$ cat config.mk
export PLATFORM = sky130hd
export DESIGN_NAME = eth_tx_sched_flat
export DESIGN_NICKNAME = d
export VERILOG_FILES = /design/src/rtl/eth_tx_sched_if.sv /design/src/rtl/eth_tx_sched.sv /design/src/flat_wrapper.sv
export SDC_FILE = /design/constraint.sdc
export NUM_CORES = 1
export LEC_CHECK = 0
export BUFFER_PORTS_ARGS = -buffer_cell sky130_fd_sc_hd__buf_2
export CAP_MARGIN = 15
export CORE_AREA = 8 8 129 131
export CTS_BUF_LIST = sky130_fd_sc_hd__clkbuf_16
export DETAILED_ROUTE_END_ITERATION = 10
export DIE_AREA = 0 0 137 139
export PLACE_DENSITY_LB_ADDON = 0.12
export SYNTH_ARGS = -nofsm -noshare
export SYNTH_HDL_FRONTEND = slang
export SYNTH_SLANG_ARGS = --single-unit
$ cat constraint.sdc
create_clock -name gmii_tx_clk -period 2.7 [get_ports gmii_tx_clk]
set_clock_uncertainty 0.1 [all_clocks]
set_input_delay 0.27 -clock gmii_tx_clk [delete_from_list [all_inputs] [get_ports gmii_tx_clk]]
set_output_delay 0.27 -clock gmii_tx_clk [all_outputs]
set_load 0.02 [all_outputs]
$ cat src/rtl/eth_tx_sched_if.sv
// eth_tx_sched_if: groups the two requester channels and the eth_send engine
// channel of the transmit scheduler.
//   master : scheduler side (drives grant, header, strobes, done/err, tx_en)
//   slave  : environment side (requesters and frame engine)
interface eth_tx_sched_if;
    localparam int unsigned MAC_W  = 48;
    localparam int unsigned TYPE_W = 16;
    localparam int unsigned LEN_W  = 16;
    localparam int unsigned DATA_W = 8;

    // requester 0
    logic              req0;
    logic [MAC_W-1:0]  mac0;
    logic [TYPE_W-1:0] type0;
    logic [LEN_W-1:0]  len0;
    logic              rdreq0;
    logic [DATA_W-1:0] data0;
    logic              done0;
    // requester 1
    logic              req1;
    logic [MAC_W-1:0]  mac1;
    logic [TYPE_W-1:0] type1;
    logic [LEN_W-1:0]  len1;
    logic              rdreq1;
    logic [DATA_W-1:0] data1;
    logic              done1;
    // shared status
    logic              err;
    logic              grant;
    // frame engine
    logic              tx_en;
    logic [MAC_W-1:0]  target_mac_addr;
    logic [TYPE_W-1:0] frame_type;
    logic [LEN_W-1:0]  fifo_data_length;
    logic              fifo_rdreq;
    logic [DATA_W-1:0] fifo_data;
    logic              gmii_tx_en;

    modport master (
        input  req0, mac0, type0, len0, data0,
        input  req1, mac1, type1, len1, data1,
        input  fifo_rdreq, gmii_tx_en,
        output rdreq0, done0, rdreq1, done1, err, grant,
        output tx_en, target_mac_addr, frame_type, fifo_data_length, fifo_data
    );

    modport slave (
        output req0, mac0, type0, len0, data0,
        output req1, mac1, type1, len1, data1,
        output fifo_rdreq, gmii_tx_en,
        input  rdreq0, done0, rdreq1, done1, err, grant,
        input  tx_en, target_mac_addr, frame_type, fifo_data_length, fifo_data
    );
endinterface

$ cat src/rtl/eth_tx_sched.sv
// eth_tx_sched: two-requester transmit scheduler in front of the eth_send
// frame engine (GMII tx clock domain). Arbitrates, latches the winner's
// header, fires tx_en, steers payload strobe/data, pads short payloads with
// zeros, rejects oversize frames, times out a silent engine and enforces
// the inter-frame gap.
// Ports:
//   gmii_tx_clk : sole clock, rising edge
//   rst_n       : asynchronous active-low reset
//   bus         : eth_tx_sched_if.master (requesters + engine channel)
// Build option: define ETH_TX_SCHED_RR_EN for round-robin arbitration;
// otherwise fixed priority with requester 0 winning.
module eth_tx_sched #(
    parameter int unsigned IFG_CYCLES    = 12,
    parameter int unsigned START_TIMEOUT = 64,
    parameter int unsigned MIN_PAYLOAD   = 46,
    parameter int unsigned MAX_PAYLOAD   = 1500
) (
    input logic            gmii_tx_clk,
    input logic            rst_n,
    eth_tx_sched_if.master bus
);
    localparam int unsigned MAC_W  = 48;
    localparam int unsigned TYPE_W = 16;
    localparam int unsigned LEN_W  = 16;
    localparam int unsigned CNT_W  = 16;

    typedef enum logic [2:0] {
        S_IDLE,
        S_CHECK,
        S_START,
        S_WAIT_TX,
        S_BUSY,
        S_IFG
    } state_e;

    state_e            state_q, state_d;
    logic              grant_q, grant_d;
    logic [MAC_W-1:0]  mac_q, mac_d;
    logic [TYPE_W-1:0] type_q, type_d;
    logic [LEN_W-1:0]  len_q, len_d;
    logic [LEN_W-1:0]  flen_q, flen_d;
    logic [CNT_W-1:0]  cnt_q, cnt_d;
    logic [CNT_W-1:0]  beat_q, beat_d;
    logic              tx_en_q, tx_en_d;
    logic              done0_q, done0_d;
    logic              done1_q, done1_d;
    logic              err_q, err_d;
    logic              gmii_q;

    logic req0_eff, req1_eff, win;
    logic tx_rise, tx_fall;
    logic in_payload;

    // A request whose done is pulsing this cycle is the one just finished.
    assign req0_eff = bus.req0 & ~done0_q;
    assign req1_eff = bus.req1 & ~done1_q;

    assign tx_rise = bus.gmii_tx_en & ~gmii_q;
    assign tx_fall = ~bus.gmii_tx_en & gmii_q;

`ifdef ETH_TX_SCHED_RR_EN
    logic last_q;

    // On a tie the source not served last wins; reset value 1 favours source 0.
    assign win = (req0_eff && req1_eff) ? ~last_q : req1_eff;

    // Last-served flag, updated at every grant.
    always_ff @(posedge gmii_tx_clk or negedge rst_n) begin
        if (!rst_n) begin
            last_q <= 1'b1;
        end else if (state_q == S_IDLE && (req0_eff || req1_eff)) begin
            last_q <= win;
        end
    end
`else
    assign win = ~req0_eff;
`endif

    // Next-state and registered-output logic.
    always_comb begin
        state_d = state_q;
        grant_d = grant_q;
        mac_d   = mac_q;
        type_d  = type_q;
        len_d   = len_q;
        flen_d  = flen_q;
        cnt_d   = cnt_q;
        beat_d  = beat_q;
        tx_en_d = 1'b0;
        done0_d = 1'b0;
        done1_d = 1'b0;
        err_d   = 1'b0;

        case (state_q)
            S_IDLE: begin
                if (req0_eff || req1_eff) begin
                    grant_d = win;
                    mac_d   = win ? bus.mac1  : bus.mac0;
                    type_d  = win ? bus.type1 : bus.type0;
                    len_d   = win ? bus.len1  : bus.len0;
                    state_d = S_CHECK;
                end
            end
            S_CHECK: begin
                if (len_q > LEN_W'(MAX_PAYLOAD)) begin
                    done0_d = ~grant_q;
                    done1_d = grant_q;
                    err_d   = 1'b1;
                    state_d = S_IDLE;
                end else begin
                    flen_d  = (len_q < LEN_W'(MIN_PAYLOAD)) ? LEN_W'(MIN_PAYLOAD) : len_q;
                    tx_en_d = 1'b1;
                    state_d = S_START;
                end
            end
            S_START: begin
                beat_d  = '0;
                cnt_d   = '0;
                state_d = S_WAIT_TX;
            end
            S_WAIT_TX: begin
                if (tx_rise) begin
                    state_d = S_BUSY;
                end else if (cnt_q == CNT_W'(START_TIMEOUT - 1)) begin
                    done0_d = ~grant_q;
                    done1_d = grant_q;
                    err_d   = 1'b1;
                    cnt_d   = '0;
                    state_d = S_IFG;
                end else begin
                    cnt_d = cnt_q + CNT_W'(1);
                end
            end
            S_BUSY: begin
                if (bus.fifo_rdreq && beat_q != '1) begin
                    beat_d = beat_q + CNT_W'(1);
                end
                if (tx_fall) begin
                    done0_d = ~grant_q;
                    done1_d = grant_q;
                    cnt_d   = '0;
                    state_d = S_IFG;
                end
            end
            S_IFG: begin
                if (cnt_q == CNT_W'(IFG_CYCLES - 1)) begin
                    state_d = S_IDLE;
                end else begin
                    cnt_d = cnt_q + CNT_W'(1);
                end
            end
            default: state_d = S_IDLE;
        endcase
    end

    // State and output registers.
    always_ff @(posedge gmii_tx_clk or negedge rst_n) begin
        if (!rst_n) begin
            state_q <= S_IDLE;
            grant_q <= 1'b0;
            mac_q   <= '0;
            type_q  <= '0;
            len_q   <= '0;
            flen_q  <= '0;
            cnt_q   <= '0;
            beat_q  <= '0;
            tx_en_q <= 1'b0;
            done0_q <= 1'b0;
            done1_q <= 1'b0;
            err_q   <= 1'b0;
            gmii_q  <= 1'b0;
        end else begin
            state_q <= state_d;
            grant_q <= grant_d;
            mac_q   <= mac_d;
            type_q  <= type_d;
            len_q   <= len_d;
            flen_q  <= flen_d;
            cnt_q   <= cnt_d;
            beat_q  <= beat_d;
            tx_en_q <= tx_en_d;
            done0_q <= done0_d;
            done1_q <= done1_d;
            err_q   <= err_d;
            gmii_q  <= bus.gmii_tx_en;
        end
    end

    // Same-cycle payload steering; beats past the real length are zero padding.
    assign in_payload    = (state_q == S_BUSY) && (beat_q < len_q);
    assign bus.rdreq0    = in_payload & ~grant_q & bus.fifo_rdreq;
    assign bus.rdreq1    = in_payload &  grant_q & bus.fifo_rdreq;
    assign bus.fifo_data = in_payload ? (grant_q ? bus.data1 : bus.data0) : 8'h00;

    assign bus.tx_en            = tx_en_q;
    assign bus.done0            = done0_q;
    assign bus.done1            = done1_q;
    assign bus.err              = err_q;
    assign bus.grant            = grant_q;
    assign bus.target_mac_addr  = mac_q;
    assign bus.frame_type       = type_q;
    assign bus.fifo_data_length = flen_q;
endmodule

$ cat src/flat_wrapper.sv
// flat-port wrapper written by rule: the top's interface ports become plain ports
module eth_tx_sched_flat 
#(
    parameter int unsigned IFG_CYCLES    = 12,
    parameter int unsigned START_TIMEOUT = 64,
    parameter int unsigned MIN_PAYLOAD   = 46,
    parameter int unsigned MAX_PAYLOAD   = 1500
)
  (gmii_tx_clk, rst_n, bus_req0, bus_mac0, bus_type0, bus_len0, bus_data0, bus_req1, bus_mac1, bus_type1, bus_len1, bus_data1, bus_fifo_rdreq, bus_gmii_tx_en, bus_rdreq0, bus_done0, bus_rdreq1, bus_done1, bus_err, bus_grant, bus_tx_en, bus_target_mac_addr, bus_frame_type, bus_fifo_data_length, bus_fifo_data);
  eth_tx_sched_if bus_i ();
  input logic gmii_tx_clk;
  input logic rst_n;
  input wire logic [$bits(bus_i.req0)-1:0] bus_req0;
  input wire logic [$bits(bus_i.mac0)-1:0] bus_mac0;
  input wire logic [$bits(bus_i.type0)-1:0] bus_type0;
  input wire logic [$bits(bus_i.len0)-1:0] bus_len0;
  input wire logic [$bits(bus_i.data0)-1:0] bus_data0;
  input wire logic [$bits(bus_i.req1)-1:0] bus_req1;
  input wire logic [$bits(bus_i.mac1)-1:0] bus_mac1;
  input wire logic [$bits(bus_i.type1)-1:0] bus_type1;
  input wire logic [$bits(bus_i.len1)-1:0] bus_len1;
  input wire logic [$bits(bus_i.data1)-1:0] bus_data1;
  input wire logic [$bits(bus_i.fifo_rdreq)-1:0] bus_fifo_rdreq;
  input wire logic [$bits(bus_i.gmii_tx_en)-1:0] bus_gmii_tx_en;
  output wire logic [$bits(bus_i.rdreq0)-1:0] bus_rdreq0;
  output wire logic [$bits(bus_i.done0)-1:0] bus_done0;
  output wire logic [$bits(bus_i.rdreq1)-1:0] bus_rdreq1;
  output wire logic [$bits(bus_i.done1)-1:0] bus_done1;
  output wire logic [$bits(bus_i.err)-1:0] bus_err;
  output wire logic [$bits(bus_i.grant)-1:0] bus_grant;
  output wire logic [$bits(bus_i.tx_en)-1:0] bus_tx_en;
  output wire logic [$bits(bus_i.target_mac_addr)-1:0] bus_target_mac_addr;
  output wire logic [$bits(bus_i.frame_type)-1:0] bus_frame_type;
  output wire logic [$bits(bus_i.fifo_data_length)-1:0] bus_fifo_data_length;
  output wire logic [$bits(bus_i.fifo_data)-1:0] bus_fifo_data;
  assign bus_i.req0 = bus_req0;
  assign bus_i.mac0 = bus_mac0;
  assign bus_i.type0 = bus_type0;
  assign bus_i.len0 = bus_len0;
  assign bus_i.data0 = bus_data0;
  assign bus_i.req1 = bus_req1;
  assign bus_i.mac1 = bus_mac1;
  assign bus_i.type1 = bus_type1;
  assign bus_i.len1 = bus_len1;
  assign bus_i.data1 = bus_data1;
  assign bus_i.fifo_rdreq = bus_fifo_rdreq;
  assign bus_i.gmii_tx_en = bus_gmii_tx_en;
  assign bus_rdreq0 = bus_i.rdreq0;
  assign bus_done0 = bus_i.done0;
  assign bus_rdreq1 = bus_i.rdreq1;
  assign bus_done1 = bus_i.done1;
  assign bus_err = bus_i.err;
  assign bus_grant = bus_i.grant;
  assign bus_tx_en = bus_i.tx_en;
  assign bus_target_mac_addr = bus_i.target_mac_addr;
  assign bus_frame_type = bus_i.frame_type;
  assign bus_fifo_data_length = bus_i.fifo_data_length;
  assign bus_fifo_data = bus_i.fifo_data;
  eth_tx_sched #(.IFG_CYCLES(IFG_CYCLES), .START_TIMEOUT(START_TIMEOUT), .MIN_PAYLOAD(MIN_PAYLOAD), .MAX_PAYLOAD(MAX_PAYLOAD)) u_core (.gmii_tx_clk(gmii_tx_clk), .rst_n(rst_n), .bus(bus_i));
endmodule
After elaboration in Yosys (flattened, before gate mapping)

Cells that the tools add are included.

Add/sub/neg operators: 2
$lt $le $gt $ge: 3
Equality and inequality tests: 15
Mux-type cells: 36
Bitwise gates (word level): 15
Reduce and logical (&&, ||, !) cells: 11

Operator list:

| kind                                                                    | number |
|---|---|
| 16-bit 2-to-1 mux                                                       | 8 |
| 16-bit case mux with 4 select lines                                     | 1 |
| 48-bit 2-to-1 mux                                                       | 1 |
| 16-bit by 1-bit adder with 16-bit output, second input constant         | 2 |
| 16-bit case mux with 2 select lines                                     | 1 |
| 3-bit case mux with 6 select lines                                      | 1 |
| 16-bit by 4-bit == test with 1-bit output, second input constant        | 1 |
| 16-bit by 6-bit == test with 1-bit output, second input constant        | 1 |
| 16-bit by 11-bit > comparator with 1-bit output, second input constant  | 1 |
| 16-bit < comparator                                                     | 1 |
| 16-bit by 6-bit < comparator with 1-bit output, second input constant   | 1 |
| 8-bit 2-to-1 mux                                                        | 2 |
| 16-bit inequality test, second input constant                           | 1 |
| 3-bit 2-to-1 mux                                                        | 5 |
| 1-bit 2-to-1 mux                                                        | 13 |
| 1-bit AND                                                               | 8 |
| 2-bit by 1-bit inequality test with 1-bit output, second input constant | 4 |
| 4-bit AND reduction                                                     | 2 |
| 1-bit NOT                                                               | 7 |
| 3-bit by 2-bit == test with 1-bit output, second input constant         | 2 |
| 3-bit == test, second input constant                                    | 2 |
| 1-bit case mux with 3 select lines                                      | 2 |
| 2-bit AND reduction                                                     | 3 |
| 2-bit inequality test, second input constant                            | 2 |
| 9 further kinds                                                         | 10 |

Flip-flop bits (word level): 137
Bits of input ports: 182
Output and inout port bits: 95
Logic and storage cells: 95

Longest topological paths before layout

Gate-level depths: netlist (run 1).

Depth in word-level cells: 5
Depth in mapped cells: 9

Worst setup path after synthesis (run 1)

OpenSTA, ideal clock, no wires.

Kind: register to output
Start point: register u_core.beat_q[9]
End point: output port bus_rdreq0
Data arrival time: 2.656 ns
Path slack: -0.326 ns
Stages on the path, launching flop included: 7
Path buffers: 0
Cell sequence: dfrtp_1 > ha_1 > a21oi_1 > nor2_1 > a211oi_1 > o211ai_1 > a2111oi_0

Word-level cells in the longest chain between the ends: 4

RTL lines:

| what                   | RTL line            | text |
|---|---|---|
| from (decl)            | eth_tx_sched.sv:43  | `logic [CNT_W-1:0] beat_q, beat_d;` |
| from (signal assigned) | eth_tx_sched.sv:180 | `beat_q <= beat_d;` |
| 16-bit < comparator    | eth_tx_sched.sv:190 | `assign in_payload = (state_q == S_BUSY) && (beat_q < len_q);` |
| 1-bit logical AND      | eth_tx_sched.sv:190 |  |
| 1-bit AND (2 in a row) | eth_tx_sched.sv:191 | `assign bus.rdreq0 = in_payload & ~grant_q & bus.fifo_rdreq;` |
| to (decl)              | flat_wrapper.sv:25  | `output wire logic [$bits(bus_i.rdreq0)-1:0] bus_rdreq0;` |

No other way between the ends.

Worst setup path in the final report (run 1)

Start point: register u_core.beat_q[10]
End point: output port bus_rdreq0

The elaborated chain is that of the path after synthesis.

==> summary.md, run 1 <==
| Metric | Value |
|---|---|
| Max_slew headroom | 49.6% |
| CP arrival | 2.38 ns |
| H-tree levels | 4 |
| Clk slew on worst S/H paths | 0.06 ns |
| Top FF cell, synth | dfrtp_1 |
| Register area share after synthesis | 48.0% |
| Post-Synth Adder-Cell Area | 2.98% |
| Power per cell area | 1030 nW/um2 |
| Post-synthesis compound-gate area fraction | 13.8% |
| Data required, critical path | 2.33 ns |
| Top cell type's share of synthesized area | 48.0% |
| Total wire length | 21300 um |
| Simple-gate share of the synthesized area | 16.7% |
| Clock power frac | 22.3% |
| Iter 0 DRT Violations | 320 |
| Fill cell count | 1281 |
| Routability-driven placement congestion ratio | 0.864 |
| Outcome | finished, violations left |
| Largest net degree at the start of global routing | 162 |
| P_sw | 4.16 mW |
| Clock buffer depth | 2 |
| Fin Hold WS | 0.0401 ns |
| Die H | 139 um |
| WL/cell | 17.5 um |
| Max Clock Freq | 0.363 GHz |
| Post-synthesis cell type count | 55 |
| TritonCTS clock tree | done |
| Final #Nets | 1214 |
| Port bufs | 276 |
| Core Region | 14800 um2 |
| Post-Synthesis Cells | 730 |
| Total congestion overflow | 0 |
| Area contributors post-synth | dfrtp_1 (48%), mux2i_1 (13%), o21ai_0 (7.0%), nand2_1 (5.7%), ha_1 (3.0%) |
| WP buf/inv | 1 |
| Chip Width | 137 um |
| Post-detail-place hpwl | 16000 um |
| Flop pwr share | 33.3% |
| Xor-xnor portion of the synthesized cell area | 1.96% |
| Clock Latency Late Sink | 0.42 ns |
| Number of flops mapped to enable cells by yosys | 0 |
| Mux cell area share after synthesis | 12.6% |
| Initial antenna violation count | 0 |
| Mapped Area | 7140 um2 |
| Sinks on Clock Net | 137 |
| Post-synth ARST share | 100% |
| Pins Over Slew Limit | 0 |
| Yosys top cell by area | dfrtp_1 |
| Starting utilization of the core area | 48.4% |
| DRC viols | 0 |
| Yosys Warn Count | 0 |
| I/O pins | 277 |
| Critical path fanouts, max | 4 |
| Hold Path Class | input pin to register |
| Failing checks | setup timing |
| Syn Area/Cell | 9.79 um2 |
| Post-synth top cells | dfrtp_1 (137), nand2_1 (109), o21ai_0 (100), mux2i_1 (90), nor2_1 (31) |
| Via density | 5.27 |
| Die ar. | 19000 um2 |
| Post-Syn Nets | 929 |
| Int Power | 5.76 mW |
| Leakage power | 5.00 nW |
| PnR worst setup slack | -0.0540 ns |
| CP delay by family, top | compound AO/OA/AOI/OAI gates |
| Comb pwr share | 44.4% |
| Total negative slack | -0.0651 ns |
| Slowest CP cell | dfrtp_2 |
| Number of global-route vias before repair | 6376 |
| Post-route ant nets | 0 |
| Final worst path period share | 102% |
| Switching share of power | 41.9% |
| Final setup viols | 2 |
| Pin slew with the least headroom to its limit | 0.756 ns |
| Yosys reg bits | 137 |
| Final core occ | 65.2% |
| Global-route wire length before repair | 33800 um |
| Clock root buffer | clkbuf_16 |
| RSZ-0062 raised after global routing | true |
| Crit. End Element | primary output |
| Share of layout cells above drive strength 1 | 36.8% |
| Most frequent cell after synthesis | dfrtp_1 |
| Final period demand of the worst path | 2.75 ns |
| Number of max-cap violations | 0 |
| GRT Total Usage | 22.5% |
| Worst setup path class | register to primary output |
| Peak VDD IR | 0.575 mV |
| CP startpoint kind | register |
| DR pass1 iterations | 5 |
| CTS Buf Count | 17 |
| Antenna cells | 0 |
| Cell Rows | 45 |
| Crit path cell chain | ha_1 -> nand2_1 -> nor2_1 -> a211oi_2 -> o211ai_1 -> a2111oi_2 -> buf_4 |
| DR vias | 6414 |
| Largest family of logic cells by synthesized area | simple AND/OR/NAND/NOR gates |
| Area Overhead vs Synth | 34.6% |
| CP max stage delay | 0.43 ns |
| Final Hold Viols | 0 |
[per-layer routing]
layer  wire, um  part of all wire, %  track usage, %  vias to the layer above
li1           -                    -               -                     3179
met5          0                    0               0                        -
met4        275                  1.3            5.61                        0
met3       1390                  6.5            6.20                       18
met1       8880                   42            27.9                     3014
met2      10700                   50            37.6                      203
[cell type report]
type	count	area [um2]	share of cell area, %
flip-flops and latches	137	3430	35.7
repair buffers	305	1680	17.5
clock buffers	17	425	4.42
well taps	188	235	2.45
multi-input cells	532	3620	37.6
inverters	22	82.6	0.859
clock inverters	15	135	1.41
[through the flow]
stage / cells / power (mW) / cell area (um2) / setup WS (ns)
after floorplan: 730 / 6.09 / 7150 / -0.0869
after global placement: 1165 / 7.44 / 8700 / 0.245
after detailed placement: 1165 / 7.53 / 8700 / 0.238
after CTS: 1210 / 9.88 / 9410 / -0.00378
after global routing: 1216 / 10.6 / 9610 / -0.159
final: 1216 / 9.92 / 9610 / -0.0540
[timing repair]
action                                  CTS  global route
endpoints found under the setup margin   10            10
gates cloned                              0             1
pin swaps                                 7            18
endpoints found under the hold margin    53             0
gates resized for setup                  16            35
buffers inserted                         11             5
hold buffers                              2             0
[state kept, by name, indices dropped and copies added (netlist names)]
signal and cells:
u_core.bus.target_mac_addr 48, u_core.beat_q 16, u_core.bus.fifo_data_length 16, u_core.bus.frame_type 16, u_core.cnt_q 16, u_core.len_q 16, u_core.state_q 3, u_core.bus.done0 1
u_core.bus.done1 1, u_core.bus.err 1, u_core.bus.grant 1, u_core.bus.tx_en 1, u_core.gmii_q 1
[power by group through the flow]
stage / Clock, mW / Sequential [mW] / Combinational [mW]
final: 2.21 / 3.30 / 4.41
after global routing: 2.34 / 3.40 / 4.88
after CTS: 2.25 / 3.30 / 4.33
after detailed placement: 0 / 3.34 / 4.19
after global placement: 0 / 3.31 / 4.13
after floorplan: 0 / 3.96 / 2.13
[worst paths after layout]
kind / startpoint / endpoint / slack [ns] / cells past startpoint
max: u_core.beat_q[10]$_DFFE_PN0P_ / bus_rdreq0 / -0.05 / 7
min: bus_type0[10] / u_core.bus.frame_type[10]$_DFFE_PN0P_ / 0.04 / 3
max reg2reg: u_core.len_q[3]$_DFFE_PN0P_ / u_core.bus.fifo_data_length[2]$_DFFE_PN0P_ / 0.39 / 6
min reg2reg: u_core.bus.fifo_data_length[7]$_DFFE_PN0P_ / u_core.bus.fifo_data_length[7]$_DFFE_PN0P_ / 0.37 / 2
max in group asynchronous: rst_n / u_core.len_q[2]$_DFFE_PN0P_ / 1.48 / 3
min in group asynchronous: rst_n / u_core.len_q[13]$_DFFE_PN0P_ / 0.29 / 2
[worst min-delay path, cell delays in order]
cell	delay (ns)
buf_2	0.07
mux2i_1	0.05
o21ai_0	0.13
[cells in the final DEF, fill, tap and decap left out, types with 12 or more instances in the layout]
cell	n
dfrtp_1	134
nand2_1	109
a21oi_1	18
buf_4	31
mux2i_1	90
buf_2	265
xnor2_1	12
nor2_1	31
clkbuf_16	17
inv_1	19
nand3_1	16
o21ai_0	100
ha_1	13
[cell families (layout without fill, tap and decap cells)]
| logic type | count (synthesis) | after routing |
|---|---|---|
| buffers and inverters | 62 | 359 |
| and+or+nand+nor | 239 | 240 |
| DFF | 137 | 137 |
| xor gates and xnor gates | 16 | 16 |
| muxes | 90 | 90 |
| adders and majority gates | 17 | 17 |
| AOI/OAI and AO/OA | 169 | 169 |
(Power assumes the default switching activity.)
==> run 2: changes to the inputs <==
Settings changed: ABC_AREA set to 1, CORE_AREA 8 8 129 131 to 8 8 132 134, DIE_AREA 0 0 137 139 to 0 0 140 142.
==> run 2 against run 1 <==
The run now ends clean. First-iteration DRC count is 100% higher. Design area increased by 9.3%. Total power increased by 2.7%. Die area rose by 4.4%.
==> summary.md, run 2 <==
| Metric | Value |
|---|---|
| Yosys top cell by area | dfrtp_1 |
| WL/cell | 16.4 um |
| Chip Width | 140 um |
| Power per cell area | 970 nW/um2 |
| Clock power frac | 20.4% |
| Syn Area/Cell | 7.42 um2 |
| Final setup viols | 0 |
| Global-route wire length before repair | 41200 um |
| Most frequent cell after synthesis | nand2_1 |
| Total wire length | 25800 um |
| Flop pwr share | 32.3% |
| Crit path from | u_core.beat_q[13]$_DFFE_PN0P_ |
| RSZ-0062 raised after global routing | false |
| H-tree levels | 4 |
| Critical path fanouts, max | 10 |
| CP arrival | 2.12 ns |
| Max_slew headroom | 42.8% |
| Die ar. | 19900 um2 |
| Hold Path Class | input pin to register |
| Initial antenna violation count | 3 |
| Yosys reg bits | 137 |
| Pins Over Slew Limit | 0 |
| GRT Total Usage | 26.1% |
| Register area share after synthesis | 45.4% |
| TritonCTS clock tree | done |
| Yosys Warn Count | 0 |
| Die H | 142 um |
| Worst setup path class | register to primary output |
| Met1 global-route usage | 30.3% |
| Hold path startpoint | bus_mac0[13] |
| DR vias | 8080 |
| Number of global-route vias before repair | 8066 |
| Clock buffer depth | 2 |
| Commonest non-fill, non-tap cell in the layout | nand2_1 |
| Postcts setup bufs | 0 |
| Mapped Area | 7560 um2 |
| Post-synth top cells | nand2_1 (345), nor2_1 (157), dfrtp_1 (137), a31oi_1 (80), inv_1 (67) |
| Max Clock Freq | 0.402 GHz |
| Worst R2R Start | u_core.state_q[0]$_DFFE_PN0P_ |
| Comb pwr share | 47.3% |
| Clock root buffer | clkbuf_16 |
| Peak VDD IR | 0.659 mV |
| Post-synthesis cell type count | 33 |
| Pin slew with the least headroom to its limit | 0.858 ns |
| Core Region | 15400 um2 |
| Final #Nets | 1565 |
| Total negative slack | 0 ns |
| Post-Synthesis Cells | 1019 |
| Final core occ | 68.1% |
| Largest net degree at the start of global routing | 82 |
| Met3 Track Usage GR | 9.69% |
| Share of layout cells above drive strength 1 | 23.9% |
| Iter 0 DRT Violations | 642 |
| Post-route ant nets | 0 |
| P_sw | 4.35 mW |
| Data required, critical path | 2.33 ns |
| Reg2Reg Depth | 7 |
| CP max stage delay | 0.44 ns |
| Total congestion overflow | 0 |
| Gr busiest metal | met2 |
| Flop2flop setup slack | 0.25 ns |
| Final worst path period share | 92.1% |
| Max reg flops | 48 |
| Clk slew on worst S/H paths | 0.06 ns |
| Post-synth ARST share | 100% |
| Routability-driven placement congestion ratio | 0.842 |
| Leakage power | 5.43 nW |
| Slowest CP cell | dfrtp_1 |
| Via density | 5.14 |
| DRC viols | 0 |
| Top cell type's share of synthesized area | 45.4% |
| Most frequent cells in the layout | nand2_1 (343), buf_2 (275), nor2_1 (157) |
| Area contributors post-synth | dfrtp_1 (45%), nand2_1 (17%), nor2_1 (7.8%), a31oi_1 (6.6%), nand3_1 (4.3%) |
| Cell Rows | 46 |
| I/O pins | 277 |
| Port bufs | 276 |
| CTS Buf Count | 17 |
| Non-Filler Instances | 1573 |
| Placed cells | 1450 |
| Post-Syn Nets | 1218 |
| DR pass1 iterations | 5 |
| Cell depth of the worst hold path | 3 |
| Final Hold Viols | 0 |
| Crit path cell chain | ha_1 -> nand2_1 -> inv_1 -> o21ai_0 -> nand3_1 -> nor2_1 -> nand2_2 -> nor2_1 -> buf_2 |
| Area Overhead vs Synth | 39.0% |
| Int Power | 5.84 mW |
| Number of max-cap violations | 0 |
| Post-detail-place hpwl | 18100 um |
| CP startpoint kind | register |
| Met2 usage | 42.7% |
| Switching share of power | 42.7% |
| Crit. End Element | primary output |
| Top FF cell, synth | dfrtp_1 |
| Clock Latency Late Sink | 0.42 ns |
| Most used cell, CP | nor2_1 |
| Number of flops mapped to enable cells by yosys | 0 |
| Outcome | finished, final reports clean |
| Tot Pwr | 10.2 mW |
| Starting utilization of the core area | 49.0% |
| Sinks on Clock Net | 137 |
| Final period demand of the worst path | 2.49 ns |
| Fill cell count | 1308 |
run 2: cell types whose count changed in the layout (fill, tap and decap cells not counted), moves of 25 or more:
| cell | before | now |
|---|---|---|
| dlygate4sd3_1 | 2 | 89 |
| mux2i_1 | 90 | 8 |
| nand3_1 | 16 | 65 |
| buf_4 | 31 | 6 |
| nor2_1 | 31 | 157 |
| a31oi_1 | 1 | 80 |
| o21ai_0 | 100 | 14 |
| nand2_1 | 109 | 343 |
| inv_1 | 19 | 69 |
run 2: worst max-delay path, delay by kind of cell, from the launching register on:
| family | cells | cell delay (ns) |
|---|---|---|
| and+or+nand+nor | 5 | 0.56 |
| DFF | 1 | 0.44 |
| adders and majority gates | 1 | 0.34 |
| buffers and inverters | 2 | 0.20 |
| AOI/OAI and AO/OA | 1 | 0.15 |
run 2: stage by stage:
step                      hold WS, ns  setup slack, ns  area (um2)
final                         0.00804            0.213       10500
after global routing          0.00653           0.0137       10500
after CTS                    0.000138            0.103       10500
after detailed placement        0.181            0.555        9080
after global placement          0.183            0.615        9080
after floorplan                -0.126            0.751        7560
run 2: final timing paths:
check / to
worst max-delay path: bus_rdreq0
worst min-delay path: u_core.bus.target_mac_addr[13]$_DFFE_PN0P_
worst max register to register: u_core.bus.frame_type[8]$_DFFE_PN0P_
worst min register to register: u_core.bus.fifo_data_length[1]$_DFFE_PN0P_
max in group asynchronous: u_core.len_q[0]$_DFFE_PN0P_
min in group asynchronous: u_core.bus.target_mac_addr[47]$_DFFE_PN0P_
run 2: what timing repair did:
item | CTS | global route
hold endpoints to repair | 116 | 0
gates resized for setup | 0 | 1
hold buffers | 89 | 0
endpoints found under the setup margin | 0 | 10
run 2: metal layers:
layer  share of wire [%]  up-vias  wire [um]
met3                 8.6       55       2210
met1                  40     3721      10400
met5                   0        -          0
met4                 3.3        0        852
li1                    -     4016          -
met2                  48      288      12300
run 2: logic make-up (layout without fill, tap and decap cells):
kind of cell,count (synthesis),in the layout,synth area share [%]
AOI/OAI and AO/OA,125,125,10.1
xor gates and xnor gates,14,14,1.62
adders and majority gates,17,17,2.81
buffers and inverters,118,477,6.61
DFF,137,137,45.4
muxes,8,8,1.06
other,0,3,0
and+or+nand+nor,600,600,32.4
run 2: cell type report:
| cell class | instances | area, um2 | share of cell area, % |
|---|---|---|---|
| inverters | 71 | 268 | 2.55 |
| clock inverters | 14 | 92.6 | 0.881 |
| diodes | 3 | 7.51 | 0.0715 |
| multi-input cells | 764 | 3640 | 34.6 |
| well taps | 192 | 240 | 2.29 |
| flip-flops and latches | 137 | 3430 | 32.6 |
| repair buffers | 375 | 2400 | 22.9 |
| clock buffers | 17 | 425 | 4.05 |
run 2: power by group through the flow:
stage               Clock, mW  Sequential (mW)  Combinational (mW)
floorplan                   0             3.88                2.25
global placement            0             3.27                4.25
detailed placement          0             3.30                4.27
CTS                      2.12             3.28                4.75
global route             2.21             3.39                5.31
finish                   2.08             3.29                4.82
